`config.mk`:
```
export PLATFORM = sky130hd
export DESIGN_NAME = draw_arbiter
export DESIGN_NICKNAME = d
export VERILOG_FILES = /design/src/rtl/draw_arbiter.sv
export SDC_FILE = /design/constraint.sdc
export NUM_CORES = 1
export LEC_CHECK = 0
export CAP_MARGIN = 15
export CORE_AREA = 2 2 104 106
export DETAILED_ROUTE_END_ITERATION = 10
export DIE_AREA = 0 0 106 108
export PLACE_DENSITY = 0.85
export SETUP_SLACK_MARGIN = 0.05
export SYNTH_ARGS = -nofsm -noshare
export SYNTH_HDL_FRONTEND = slang
export SYNTH_SLANG_ARGS = --single-unit
```
`constraint.sdc`:
```
create_clock -name iClock -period 1.8 [get_ports iClock]
set_input_delay 0.27 -clock iClock [delete_from_list [all_inputs] [get_ports iClock]]
set_output_delay 0.27 -clock iClock [all_outputs]
set_load 0.01 [all_outputs]
```
`src/rtl/draw_arbiter.sv`:
```
// draw_arbiter: round-robin arbiter sharing one box-drawing engine among 4 requesters; DRAW_ARBITER_CLEAR_PRIORITY_EN lets erase requests win first.
// oGrant 1 cycle after a request is seen in IDLE, oGo 1 cycle later; requesters hold iReq until oAck, and a watchdog bounds the wait for iDrawDone.
module draw_arbiter #(
  parameter logic [15:0] TIMEOUT_CYCLES = 16'd40000
) (
  input  logic        iClock,
  input  logic        iReset,
  input  logic [3:0]  iReq,
  input  logic [3:0]  iErase,
  input  logic [31:0] iX,
  input  logic [27:0] iY,
  input  logic [31:0] iXDim,
  input  logic [31:0] iYDim,
  input  logic [23:0] iColour,
  input  logic        iDrawDone,
  output logic        oGo,
  output logic        oErase,
  output logic [7:0]  oX,
  output logic [6:0]  oY,
  output logic [7:0]  oXDim,
  output logic [7:0]  oYDim,
  output logic [5:0]  oColour,
  output logic [3:0]  oGrant,
  output logic [3:0]  oAck,
  output logic        oBusy,
  output logic        oTimeout
);

  typedef enum logic [1:0] {S_IDLE, S_LOAD, S_DRAW, S_ACK} state_t;

  state_t      r_state;
  state_t      w_next;
  logic [1:0]  r_ptr;
  logic [1:0]  r_winner;
  logic [15:0] r_cnt;
  logic        r_timeout;
  logic        r_erase;
  logic [7:0]  r_x;
  logic [6:0]  r_y;
  logic [7:0]  r_xdim;
  logic [7:0]  r_ydim;
  logic [5:0]  r_colour;
  logic [3:0]  w_cand;
  logic [1:0]  w_idx;
  logic [1:0]  w_pick;
  logic [3:0]  w_onehot;
  logic        w_wd_hit;
  logic        w_expire;

  // Erase requests form a higher class only in the priority build.
  always_comb begin
    w_cand = iReq;
`ifdef DRAW_ARBITER_CLEAR_PRIORITY_EN
    if (|(iReq & iErase)) w_cand = iReq & iErase;
`endif
  end

  // Scan from the farthest slot to the nearest so the one closest to r_ptr wins.
  always_comb begin
    w_pick = r_ptr;
    w_idx  = r_ptr;
    for (int i = 3; i >= 0; i--) begin
      w_idx = r_ptr + 2'(i);
      if (w_cand[w_idx]) w_pick = w_idx;
    end
  end

  assign w_wd_hit = (TIMEOUT_CYCLES != 16'd0) && (r_cnt == TIMEOUT_CYCLES - 16'd1);

  always_comb begin
    w_next   = r_state;
    w_expire = 1'b0;
    case (r_state)
      S_IDLE: if (|iReq) w_next = S_LOAD;
      S_LOAD: w_next = S_DRAW;
      S_DRAW: begin
        if (iDrawDone) begin
          w_next = S_ACK;
        end else if (w_wd_hit) begin
          w_next   = S_ACK;
          w_expire = 1'b1;
        end
      end
      S_ACK:   w_next = S_IDLE;
      default: w_next = S_IDLE;
    endcase
  end

  always_ff @(posedge iClock) begin
    if (iReset) r_state <= S_IDLE;
    else        r_state <= w_next;
  end

  always_ff @(posedge iClock) begin
    if (iReset) begin
      r_ptr     <= 2'd0;
      r_winner  <= 2'd0;
      r_cnt     <= 16'd0;
      r_timeout <= 1'b0;
      r_erase   <= 1'b0;
      r_x       <= 8'd0;
      r_y       <= 7'd0;
      r_xdim    <= 8'd0;
      r_ydim    <= 8'd0;
      r_colour  <= 6'd0;
    end else begin
      if (r_state == S_IDLE && |iReq) r_winner <= w_pick;
      if (r_state == S_LOAD) begin
        r_cnt    <= 16'd0;
        r_erase  <= iErase[r_winner];
        r_x      <= iX[8*r_winner +: 8];
        r_y      <= iY[7*r_winner +: 7];
        r_xdim   <= iXDim[8*r_winner +: 8];
        r_ydim   <= iYDim[8*r_winner +: 8];
        r_colour <= iColour[6*r_winner +: 6];
      end else if (r_state == S_DRAW) begin
        r_cnt <= r_cnt + 16'd1;
      end
      if (w_expire) r_timeout <= 1'b1;
      // Just-served requester drops to the back of the rotation.
      if (r_state == S_ACK) r_ptr <= r_winner + 2'd1;
    end
  end

  assign w_onehot = 4'b0001 << r_winner;
  assign oGrant   = (r_state != S_IDLE) ? w_onehot : 4'b0000;
  assign oAck     = (r_state == S_ACK) ? w_onehot : 4'b0000;
  assign oGo      = (r_state == S_DRAW);
  assign oBusy    = (r_state != S_IDLE);
  assign oTimeout = r_timeout;
  assign oErase   = r_erase;
  assign oX       = r_x;
  assign oY       = r_y;
  assign oXDim    = r_xdim;
  assign oYDim    = r_ydim;
  assign oColour  = r_colour;

endmodule

```
[After elaboration in Yosys (flattened, before gate mapping)]
Index checks and enable logic that the tools add are counted.
Storage, ports and cells
  bits in writable memories: 0
  bits of input ports: 159
  output and inout port bits: 49
  word-level logic and storage cells: 64
  memories kept: 0
  latch bits: 0
  bits in registers: 61
  bits in read-only memories: 0
Cells by class
  multiply operators: 2
  mux-type cells: 23
  bitwise operators: 0
  magnitude comparators: 5
  shifts and indexed selects: 6
  equal/unequal tests: 6
  add/sub/neg operators: 5
  reduce and logical (&&, ||, !) cells: 6
  div/mod/pow operators: 0
Operator list (count)
  $shiftx A32 B6 Y8: 3
  $shiftx A28 B6 Y7: 1
  $shiftx A24 B6 Y6: 1
  $add A16 B1 Y16 const B: 1
  $eq A16 B16 Y1 const B: 1
  $lt A2 B3 Y1 const B: 5
  $mux W2: 7
  $bmux W1 S2: 5
  $mux W1: 8
  $mux W4: 2
  $pmux W2 S4: 1
  $mul A3 B2 Y5 const A: 1
  $add A2 B1 Y2 const B: 2
  $add A2 B2 Y2 const B: 2
  $eq A2 B2 Y1 const B: 2
  $mul A2 B2 Y4 const A: 1
  $reduce_or A4 Y1: 1
  $shl A1 B2 Y4 const A: 1
  $ne A3 B2 Y1 const B: 1
  $eq A2 B1 Y1 const B: 1
  $logic_not A2 Y1: 1
  $ne A2 B2 Y1 const B: 1
  $reduce_and A2 Y1: 1
  $reduce_bool A2 Y1: 1
  other kinds (2): 2

[Logic depth before layout (Yosys ltp)]
  depth in word-level cells: 7
  mapped depth: 8
  depth with buffers taken out: 6

[Worst setup path after synthesis]
Ideal clock, no wire load.
  path type: reg2reg
  from: reg r_state[0]
  to: reg r_cnt[15]
  cell stages (with the launch flop): 9
  arrival time: 1.735 ns
  path slack: -0.005 ns
  period minus slack after synthesis: 1.805 ns
  cell sequence: dfxtp_1 -> inv_1 -> ha_1 -> buf_6 -> and4_1 -> clkbuf_1 -> nand4_1 -> or3_1 -> a21oi_1
On the way
  elaborated cells between the ends (all ways): 3
  those cells by class: eq/ne: 2; reduce/logical: 1
RTL lines
  start, declared: line 31  | state_t r_state;
  start signal, assigned: line 91  | else r_state <= w_next;
  $eq A2 B2 Y1
  net oGo: line 16  | output logic oGo,
  end signal, assigned: line 117  | r_cnt <= r_cnt + 16'd1;
  end, declared: line 35  | logic [15:0] r_cnt;
The timed path passes the listed nets, and every way through them passes these cells.
A chain may end at the register's enable or synchronous reset.

[Worst setup path in the final report]
  from: reg r_state[0]
  to: reg r_cnt[13]
On the way
  longest elaborated chain between the ends: 2
  elaborated cells between the ends (all ways): 3
  those cells by class: eq/ne: 2; reduce/logical: 1
RTL lines
  $eq A2 B1 Y1: line 108  | if (r_state == S_LOAD) begin
  $reduce_or A2 Y1 (no line)
Parallel ways exist; a longest one is shown, timed or not.

==> reports/qor_table.md <==
| Item | This run | Unit |
| --- | --- | --- |
| Outcome | finished, final reports clean | - |
| Final routed wirelength across all metal layers | 11.7 | mm |
| Fraction of layout instances using a drive strength above 1 | 18.7 | % |
| Number of DRC violations after detailed routing | 0 | - |
| Worst hold-check slack | 238 | ps |
| Maximum Capacitance Violations | 0 | - |
| Minimum period implied by the final worst setup slack | 1740 | ps |
| Path category of the worst min-delay check | input port to register | - |
| Number of vias in the routed layout | 3438 | - |
| RR Startpoint | r_state[0]$_SDFFE_PP0P_ | - |
| Number of failing setup endpoints in the final timing report | 0 | - |
| Number of unique standard cell types used by synthesis | 40 | - |
| Post-synthesis net count | 489 | - |
| Peak Freq | 576 | MHz |
| Overall die height | 108 | µm |
| Register clock-pin slew on the reported worst setup and hold paths | 70 | ps |
| Power density normalized to cell area | 1080 | nW/µm² |
| First-pass GRT wire length | 17.2 | mm |
| Initial standard-cell utilization of the core | 34.5 | % |
| Main combinational cell family by area after synthesis | multiplexers | - |
| Start point of the critical path | r_state[0]$_SDFFE_PP0P_ | - |
| Boundary Pins | 208 | - |
| Worst-Skew Late Latency | 340 | ps |
| H-tree depth | 3 | - |
| Nets | 708 | - |
| Post-synthesis area per instance | 11.0 | µm² |
| Worst-Margin Slew | 396 | ps |
| Cell taking the most area after synthesis | sky130_fd_sc_hd__dfxtp_1 | - |
| Remaining global-route overflow | 0 | - |
| Routed wire length on met3 | 898 | µm |
| Initial antenna violation count | 0 | - |
| Launching element type of the critical path | register | - |
| Uppermost metal layer occupied by signal nets | met4 | - |
| Yosys top cell area share | 34.6 | % |
| Die Span X | 106 | µm |
| Post-Synth Adder-Cell Area | 3.19 | % |
| GRT Total Usage | 19.4 | % |
| Crit path max fanout | 6 | - |
| Largest net degree at the start of global routing | 40 | - |
| Growth of design area from synthesis to finish | 74.1 | % |
| ANT cells | 0 | - |
| Worst reg-to-reg setup slack | 60 | ps |
| Number of buffer cells added on primary ports | 207 | - |
| Routed length per instance | 17.1 | µm |
| Site Rows | 37 | - |
| Worst reg2reg path depth | 7 | - |
| Worst r2r dst | r_cnt[13]$_SDFFE_PP0P_ | - |
| Number of violations reported at the end of detailed-routing iteration 0 | 171 | - |
| Final core utilization | 60.1 | % |
| Number of failing hold endpoints at the final stage | 0 | - |
| Wire length on met1 | 4.03 | mm |
| Setup skew after layout | 9.52 | ps |
| Critical path class | register to register | - |
| Basic-gate share of the synthesized area counting and, or, nand and nor cells | 15.5 | % |
| Synth area leaders | sky130_fd_sc_hd__dfxtp_1 35%, sky130_fd_sc_hd__mux4_2 24%, sky130_fd_sc_hd__mux2i_1 12% | - |
| Number of buffers created by CTS | 9 | - |
| Final clock period utilization by the worst path | 96.5 | % |
| Synth Area in Compound Gates | 3.79 | % |
| Count of antenna-violating nets left after detailed routing | 0 | - |
| Number of max-slew violations in the final report | 0 | - |
| # hold bufs at CTS | 0 | - |
| Synth Area in XOR/XNOR | 2.73 | % |
| Cell count after synthesis | 321 | - |
| Slew HR | 73.6 | % |
| Core region area | 10200 | µm² |
| Yosys warns | 0 | - |
| Post-synthesis sequential area ratio | 34.6 | % |
| Timing endpoint of the critical path | r_cnt[13]$_SDFFE_PP0P_ | - |
| Final weighted congestion in routability-driven placement | 0.762 | - |
| Detail Route met2 WL | 6.41 | mm |
| Post-synthesis instance area | 3530 | µm² |
| Multiplexer share of the synthesized area | 36.2 | % |
| Clock root cell | sky130_fd_sc_hd__clkbuf_8 | - |
| Static power due to leakage | 2.23 | nW |
| Largest voltage drop on the vdd net | 0.424 | mV |
| HPWL after DPL | 9.24 | mm |
| Crit path arrival time | 2010 | ps |
| Average via count per standard cell | 5.05 | - |
| Number of global-route vias before repair | 3519 | - |
| Kind of end point of the critical path | register | - |
| CTS tree | built | - |
| Number of buffers on the longest clock path | 2 | - |
| Initial DRT Pass Iterations | 4 | - |
| Flip-flop and latch count after synthesis | 61 | - |
| Filler instances | 850 | - |
| Num Clock Sinks | 61 | - |
| Area enclosed by the die boundary | 11400 | µm² |
| Required time at the endpoint of the critical path | 2070 | ps |
synth_stat cells, drive strengths merged:
library cell	number
a211oi	2
a21oi	7
a31oi	1
and2	5
and3	1
and4	2
buf	8
clkbuf	14
dfxtp	61
ha	9
inv	9
mux2	1
mux2i	41
mux4	38
nand2	8
nand2b	3
nand3	2
nand3b	1
nand4	7
nand4bb	1
nor2	57
nor2b	7
nor3	3
nor4	4
o21ai	7
o221ai	1
o311ai	1
o31a	1
o31ai	1
or2	2
or3	4
or4	1
xnor2	6
xor2	5
final cells by class:
| cell class | count | area [µm²] | area share (%) |
|---|---|---|---|
| Timing Repair Buffer | 230 | 2250 | 36.6 |
| Sequential cell | 61 | 1240 | 20.1 |
| Clock inverter | 4 | 95.1 | 1.55 |
| Tap cell | 136 | 170 | 2.77 |
| Multi-Input combinational cell | 229 | 2210 | 36.0 |
| Clock buffer | 12 | 145 | 2.36 |
| Inverter | 9 | 36.3 | 0.590 |
kinds of logic (layout without fill, tap and decap cells):
logic type	count (synthesis)	in the layout
xor gates and xnor gates	11	11
and+or+nand+nor	108	108
adders and majority gates	9	9
muxes	80	80
buffers and inverters	31	255
DFF	61	61
AOI/OAI and AO/OA	21	21
where the power goes:
| part | total [W] | leakage, nW | switching [W] | internal, W |
|---|---|---|---|---|
| clock network | 0.00148 | 0.121 | 0.000525 | 0.000957 |
| logic | 0.00329 | 1.61 | 0.00140 | 0.00189 |
| registers | 0.00187 | 0.500 | 0.000195 | 0.00167 |
| total | 0.00664 | 2.23 | 0.00212 | 0.00452 |
layer usage:
metal,track usage [%],up-vias
met5,0,-
met4,8.55,0
met3,5.24,22
met2,37.7,158
met1,19.2,1646
li1,-,1612
registers in the layout (all words and copies together), names as in the netlist:
register / cells
oXDim: 8
oYDim: 8
oY: 7
oErase: 1
oTimeout: 1
oColour: 6
oX: 8
r_ptr: 2
r_cnt: 16
r_state: 2
r_winner: 2
placed cells by master (no fill, tap or decap), types with 2 or more instances in the layout:
cell type	synthesis	final
sky130_fd_sc_hd__clkdlybuf4s50_1	0	197
sky130_fd_sc_hd__or3_1	4	3
sky130_fd_sc_hd__buf_12	0	2
sky130_fd_sc_hd__nor3_1	3	3
sky130_fd_sc_hd__nor2_1	57	57
sky130_fd_sc_hd__or2_2	2	2
sky130_fd_sc_hd__clkbuf_8	1	10
sky130_fd_sc_hd__bufinv_16	0	3
sky130_fd_sc_hd__xnor2_1	6	6
sky130_fd_sc_hd__dfxtp_1	61	57
sky130_fd_sc_hd__xor2_1	5	5
sky130_fd_sc_hd__nor4_1	3	2
sky130_fd_sc_hd__nand2b_1	3	3
sky130_fd_sc_hd__ha_2	0	3
sky130_fd_sc_hd__o21ai_0	6	6
sky130_fd_sc_hd__dlygate4sd2_1	0	6
sky130_fd_sc_hd__dfxtp_4	0	4
sky130_fd_sc_hd__mux4_2	38	38
sky130_fd_sc_hd__ha_1	9	4
sky130_fd_sc_hd__nand4_1	7	7
sky130_fd_sc_hd__and2_1	5	5
sky130_fd_sc_hd__clkbuf_1	13	2
sky130_fd_sc_hd__mux2i_1	41	41
sky130_fd_sc_hd__inv_1	9	7
sky130_fd_sc_hd__ha_4	0	2
sky130_fd_sc_hd__a21oi_1	7	6
sky130_fd_sc_hd__nand2_1	8	8
sky130_fd_sc_hd__nand3_1	2	2
sky130_fd_sc_hd__nor2b_1	7	7
sky130_fd_sc_hd__clkbuf_2	0	2
sky130_fd_sc_hd__buf_4	0	21
worst max-delay path, stage by stage (launching register included):
cell and delay [ps]:
sky130_fd_sc_hd__dfxtp_4 360, sky130_fd_sc_hd__inv_4 70, sky130_fd_sc_hd__ha_4 130, sky130_fd_sc_hd__buf_4 120, sky130_fd_sc_hd__and4_1 200, sky130_fd_sc_hd__nand4_1 230, sky130_fd_sc_hd__or3_4 450, sky130_fd_sc_hd__a21oi_2 120
worst min-delay path by stage:
stage / from / end / depth (start not counted)
floorplan: iDrawDone / oTimeout$_SDFFE_PP0P_ / 3
global placement: oColour[1]$_SDFFE_PP0P_ / oColour[1]$_SDFFE_PP0P_ / 2
detailed placement: oTimeout$_SDFFE_PP0P_ / oTimeout$_SDFFE_PP0P_ / 2
CTS: iReset / r_ptr[0]$_SDFFE_PP0P_ / 2
global route: iReset / r_ptr[0]$_SDFFE_PP0P_ / 2
finish: iReset / r_ptr[0]$_SDFFE_PP0P_ / 2
metrics by stage:
stage                     area (µm²)  setup WS [ps]  cells  power (W)  TNS [ps]
after detailed placement        5800          -4.99    657    0.00515     -4.99
after floorplan                 3530           77.4    321    0.00371         0
after global routing            6150          -3.50    681    0.00704     -3.50
final                           6150           63.4    681    0.00664         0
after CTS                       6090           -149    675    0.00671      -149
after global placement          5800          -15.0    657    0.00505     -15.0
repair_timing:
| action | CTS | global route |
|---|---|---|
| hold endpoints to repair | 0 | 0 |
| buffers inserted | 2 | 6 |
| setup endpoints to repair | 13 | 13 |
| pin swaps | 1 | 5 |
| resized for setup | 22 | 8 |
Note: power is estimated with default switching activity, not from simulation.
==> RTL edit 1 (same flow settings) <==
Register the output `oTimeout` once more, with the module's reset; this adds one clock of latency there. The other outputs are not delayed to match.
--- a/src/rtl/draw_arbiter.sv
+++ b/src/rtl/draw_arbiter.sv
@@ -129,3 +129,9 @@
   assign oBusy    = (r_state != S_IDLE);
-  assign oTimeout = r_timeout;
+  always_ff @(posedge iClock) begin
+    if (iReset) begin
+      oTimeout <= '0;
+    end else begin
+      oTimeout <= r_timeout;
+    end
+  end
   assign oErase   = r_erase;
Function: same outputs for any inputs over 10 cycles, from zero or initial values and one cycle with iReset high; that may be too few to reach the edited logic, so the function may still have changed.
==> RTL edit 1 against the unedited design <==
Sequential cell count rose by 1; synthesized area down 0.99%; final area is 0.75% lower; register-to-register slack better by 0.05 ns; clock power is 9% lower; critical path depth is 3 lower; count of clock-buffer cells in the layout unchanged; worst setup slack better by 0.011 ns; power down 1.7%; die area stayed put; routed wire length increased by 1.6%; maximum frequency up 0.66%; critical endpoint is now oAck[2]; largest cell class unchanged; largest power group unchanged.
==> RTL edit 1: results (changes against the unedited design) <==
| Metric | Value |
|---|---|
| Met1 WL | 4360 µm (was 4030 µm) |
| Post-Syn Nets | 485 (was 489) |
| Max Fanout on Critical Path | 4 (was 6) |
| Dpl cells | 654 (was 657) |
| DRT iter0 DRCs | 164 (was 171) |
| Lkg Pwr | 2.20 nW (was 2.23 nW) |
| Reg-to-reg critical path endpoint | r_cnt[15] (was r_cnt[13]) |
| Worst reg2reg setup slack | 0.11 ns (was 0.06 ns) |
| Family with the most delay on the worst path | buffers and inverters (was simple AND/OR/NAND/NOR gates) |
| Total GRT Usage | 20.1% (was 19.4%) |
| Layout cell share with drive strength beyond 1 | 17.3% (was 18.7%) |
| WL final | 11800 µm (was 11700 µm) |
| Adder-cell share of the synthesized area | 3.22% (was 3.19%) |
| Final Skew | 0.0120 ns (was 0.00952 ns) |
| Number of global-route vias before repair | 3522 (was 3519) |
| Hold Path Sink | oYDim[1] (was r_ptr[0]) |
| Area post-placement | 0.00579 mm² (was 0.00580 mm²) |
| Least-Margin Pin Slew | 0.328 ns (was 0.396 ns) |
| First-pass GRT wire length | 17900 µm (was 17200 µm) |
| CP Capture Point | oAck[2] (was r_cnt[13]) |
| CP arrival | 1.46 ns (was 2.01 ns) |
| Pre-CTS worst setup slack | 0.0329 ns (was -0.00499 ns) |
| M3 GR Usage | 7.05% (was 5.24%) |
| Cell depth of the worst flop-to-flop path | 4 (was 7) |
| Status | finished clean (unchanged) |
| Metal2 WL | 6200 µm (was 6410 µm) |
| Seq pwr share | 28.9% (was 28.1%) |
| Sw frac | 32.3% (was 31.9%) |
| Vias per std cell | 5.04 (was 5.05) |
| Synth area leaders | dfxtp_1, mux4_2, mux2i_1, nor2_1, ha_1 (unchanged) |
| CP startpoint | r_winner[1] (was r_state[0]) |
| FF-to-FF Start | r_cnt[11] (was r_state[0]) |
| Filler cells | 842 (was 850) |
| XOR/XNOR share of the synthesized area | 2.76% (was 2.73%) |
| Hold Path Depth | 3 (was 2) |
| Synth cell types | 38 (was 40) |
| Met2 Track Usage GR | 36.8% (was 37.7%) |
| Peak supply drop | 0.508 mV (was 0.424 mV) |
| Placed wire-length estimate | 9190 µm (was 9240 µm) |
| Routed wl met3 | 1040 µm (was 898 µm) |
| Final worst setup slack | 0.0747 ns (was 0.0634 ns) |
-- RTL edit 1: layout make-up --
cell class | count | area, µm² | area share [%]
timing repair buffer | 227 | 2240 | 36.7
multi-input combinational | 224 | 2180 | 35.8
sequential | 62 | 1260 | 20.6
tap | 136 | 170 | 2.79
clock buffer | 12 | 145 | 2.38
clock inverter | 4 | 70.1 | 1.15
inverter | 10 | 37.5 | 0.615
-- RTL edit 1: what timing repair did --
| action | in CTS | in global routing |
|---|---|---|
| pin swaps | 0 | 1 |
| resized for setup | 21 | 9 |
| endpoints found under the setup margin | 11 | 14 |
| hold buffers | 0 | 0 |
| setup buffers | 1 | 4 |
-- RTL edit 1: metrics by stage --
step | utilization, % | power (mW) | hold WS, ns
2_1_floorplan | - | 3.67 | 0.429
3_3_place_gp | 56.6 | 5.01 | 0.451
3_5_place_dp | 56.6 | 5.10 | 0.458
4_1_cts | 59.1 | 6.53 | 0.396
5_1_grt | 59.6 | 6.92 | 0.404
6_report | 59.6 | 6.53 | 0.410
==> RTL edit 2 (same settings) <==
Made on the original files. Build with the macro `DRAW_ARBITER_CLEAR_PRIORITY_EN` defined.
--- a/src/rtl/draw_arbiter.sv
+++ b/src/rtl/draw_arbiter.sv
@@ -2,2 +2,4 @@
 // oGrant 1 cycle after a request is seen in IDLE, oGo 1 cycle later; requesters hold iReq until oAck, and a watchdog bounds the wait for iDrawDone.
+`define DRAW_ARBITER_CLEAR_PRIORITY_EN
+
 module draw_arbiter #(
Behaviour: not the same (Yosys sat finds a counterexample within 4 cycles, from zero or initial values and one cycle with iReset high).
==> RTL edit 2 against the unedited design <==
Power up 10%; count of clock-buffer cells in the layout up 1; synthesized area up 0.82%; clock power up 4%; via count up 3.9%; routed wire length up 3.8%; final area up 1.8%; first-iteration DRC count up 11%; worst setup slack better by 0.044 ns; sequential cell count unchanged; sequential share of layout area down 0.39 points; critical endpoint is now r_winner[0].
==> RTL edit 2: results (changes against the unedited design) <==
| Metric | Value |
|---|---|
| WL final | 12100 µm (was 11700 µm) |
| CP arrival | 1.91 ns (was 2.01 ns) |
| Pre-CTS worst setup slack | -0.287 ns (was -0.00499 ns) |
| First-pass GRT wire length | 18200 µm (was 17200 µm) |
| Largest register FFs | 16 (unchanged) |
| Area post-placement | 0.00589 mm² (was 0.00580 mm²) |
| Number of global-route vias before repair | 3677 (was 3519) |
| Number of H-tree levels | 3 (unchanged) |
| Peak supply drop | 0.702 mV (was 0.424 mV) |
| Cell depth of the worst flop-to-flop path | 5 (was 7) |
| Worst min path class | in2reg (unchanged) |
| Worst slew margin | 71.9% (was 73.6%) |
| Hold Path Depth | 2 (unchanged) |
| Status | finished clean (unchanged) |
| GPL Wtd Cong | 1.00 (was 0.762) |
| Filler cells | 828 (was 850) |
| N_diodes | 0 (unchanged) |
| Initial antenna violation count | 0 (unchanged) |
| Area delta synth->final | 75.7% (was 74.1%) |
| Synth cell types | 41 (was 40) |
| Slowest-stage cell, CP | clkdlybuf4s50_1 (was or3_4) |
| Synthesis warning total | 0 (unchanged) |
| Slowest Stage Delay on Critical Path | 0.45 ns (about the same) |
| CTS Buf Count | 9 (unchanged) |
| Placed wire-length estimate | 9700 µm (was 9240 µm) |
| Max Fanout on Critical Path | 4 (was 6) |
| Routed vias | 3573 (was 3438) |
| Largest reg by FF count | r_cnt (unchanged) |
| CTS Buffer Depth | 2 (unchanged) |
| Lkg Pwr | 2.42 nW (was 2.23 nW) |
| DRT iter0 DRCs | 190 (was 171) |
| Largest net degree at the start of global routing | 38 (was 40) |
| Async SR Flop Fraction | 0% (unchanged) |
| Post-Syn Nets | 497 (was 489) |
| Final Skew | 0.00759 ns (was 0.00952 ns) |
| Layout cell share with drive strength beyond 1 | 18.1% (was 18.7%) |
| Synth area leaders | dfxtp_1, mux4_2, mux2i_1, nor2_1, ha_1 (unchanged) |
| CTS root buf | clkbuf_8 (unchanged) |
| Port buffer count | 207 (unchanged) |
| Seq/Total Area, Yosys | 34.3% (was 34.6%) |
| Family with the most delay on the worst path | compound AO/OA/AOI/OAI gates (was simple AND/OR/NAND/NOR gates) |
| DRT Pass-1 Iters | 4 (unchanged) |
| Top cells by count, synth | nor2_1, dfxtp_1, mux2i_1, mux4_2, clkbuf_1 (was dfxtp_1, nor2_1, mux2i_1, mux4_2, clkbuf_1) |
| Nets | 716 (was 708) |
| Synth Flop Type | dfxtp_1 (unchanged) |
| Clock transition at path regs | 0.07 ns (about the same) |
| Clock latency on the worst-skew pair | 0.32 ns (was 0.34 ns) |
| Total GRT Usage | 20.4% (was 19.4%) |
RTL edit 2: worst paths after layout:
path | startpoint | endpoint | slack, ns
setup / recovery | iErase[3] | r_winner[0] | 0.11
hold / removal | iReset | oY[5] | 0.33
setup reg to reg | r_cnt[9] | r_state[1] | 0.12
hold reg to reg | oTimeout | oTimeout | 0.49
RTL edit 2: layout make-up:
type,count,area share [%]
Clock inverter,3,1.44
Tap cell,136,2.72
Timing Repair Buffer,230,36.7
Inverter,10,0.600
Sequential cell,61,19.7
Multi-Input combinational cell,236,36.2
Clock buffer,13,2.70
RTL edit 2: metrics by stage:
step,instances,hold WS (ns)
CTS,686,0.306
floorplan,329,0.458
global route,689,0.339
finish,689,0.328
detailed placement,670,0.471
global placement,670,0.461
RTL edit 2: metal layers:
metal,global-route usage (%),wire (µm)
met1,22.9,4590
met2,37.9,6390
met3,6.15,836
met4,4.79,290
met5,0,0
RTL edit 2: kinds of logic (layout without fill, tap and decap cells):
| logic type | count (synthesis) | count (layout) | synth area share [%] |
|---|---|---|---|
| adder cells (fa/ha/maj) | 9 | 9 | 3.16 |
| XOR/XNOR | 14 | 14 | 3.45 |
| multiplexers | 80 | 80 | 35.9 |
| flip-flops | 61 | 61 | 34.3 |
| buffers and inverters | 32 | 256 | 3.69 |
| AO/OA/AOI/OAI | 25 | 25 | 5.13 |
| AND/OR/NAND/NOR | 108 | 108 | 14.4 |
RTL edit 2: power by group:
part | switching [mW] | internal, mW
combinational | 1.62 | 2.20
clock | 0.507 | 1.04
sequential | 0.242 | 1.70
total | 2.37 | 4.93
RTL edit 2: repair_timing:
action	4_1_cts	5_1_grt
resized for setup	14	21
endpoints found under the setup margin	10	14
buffers inserted	0	3
pin swaps	0	5
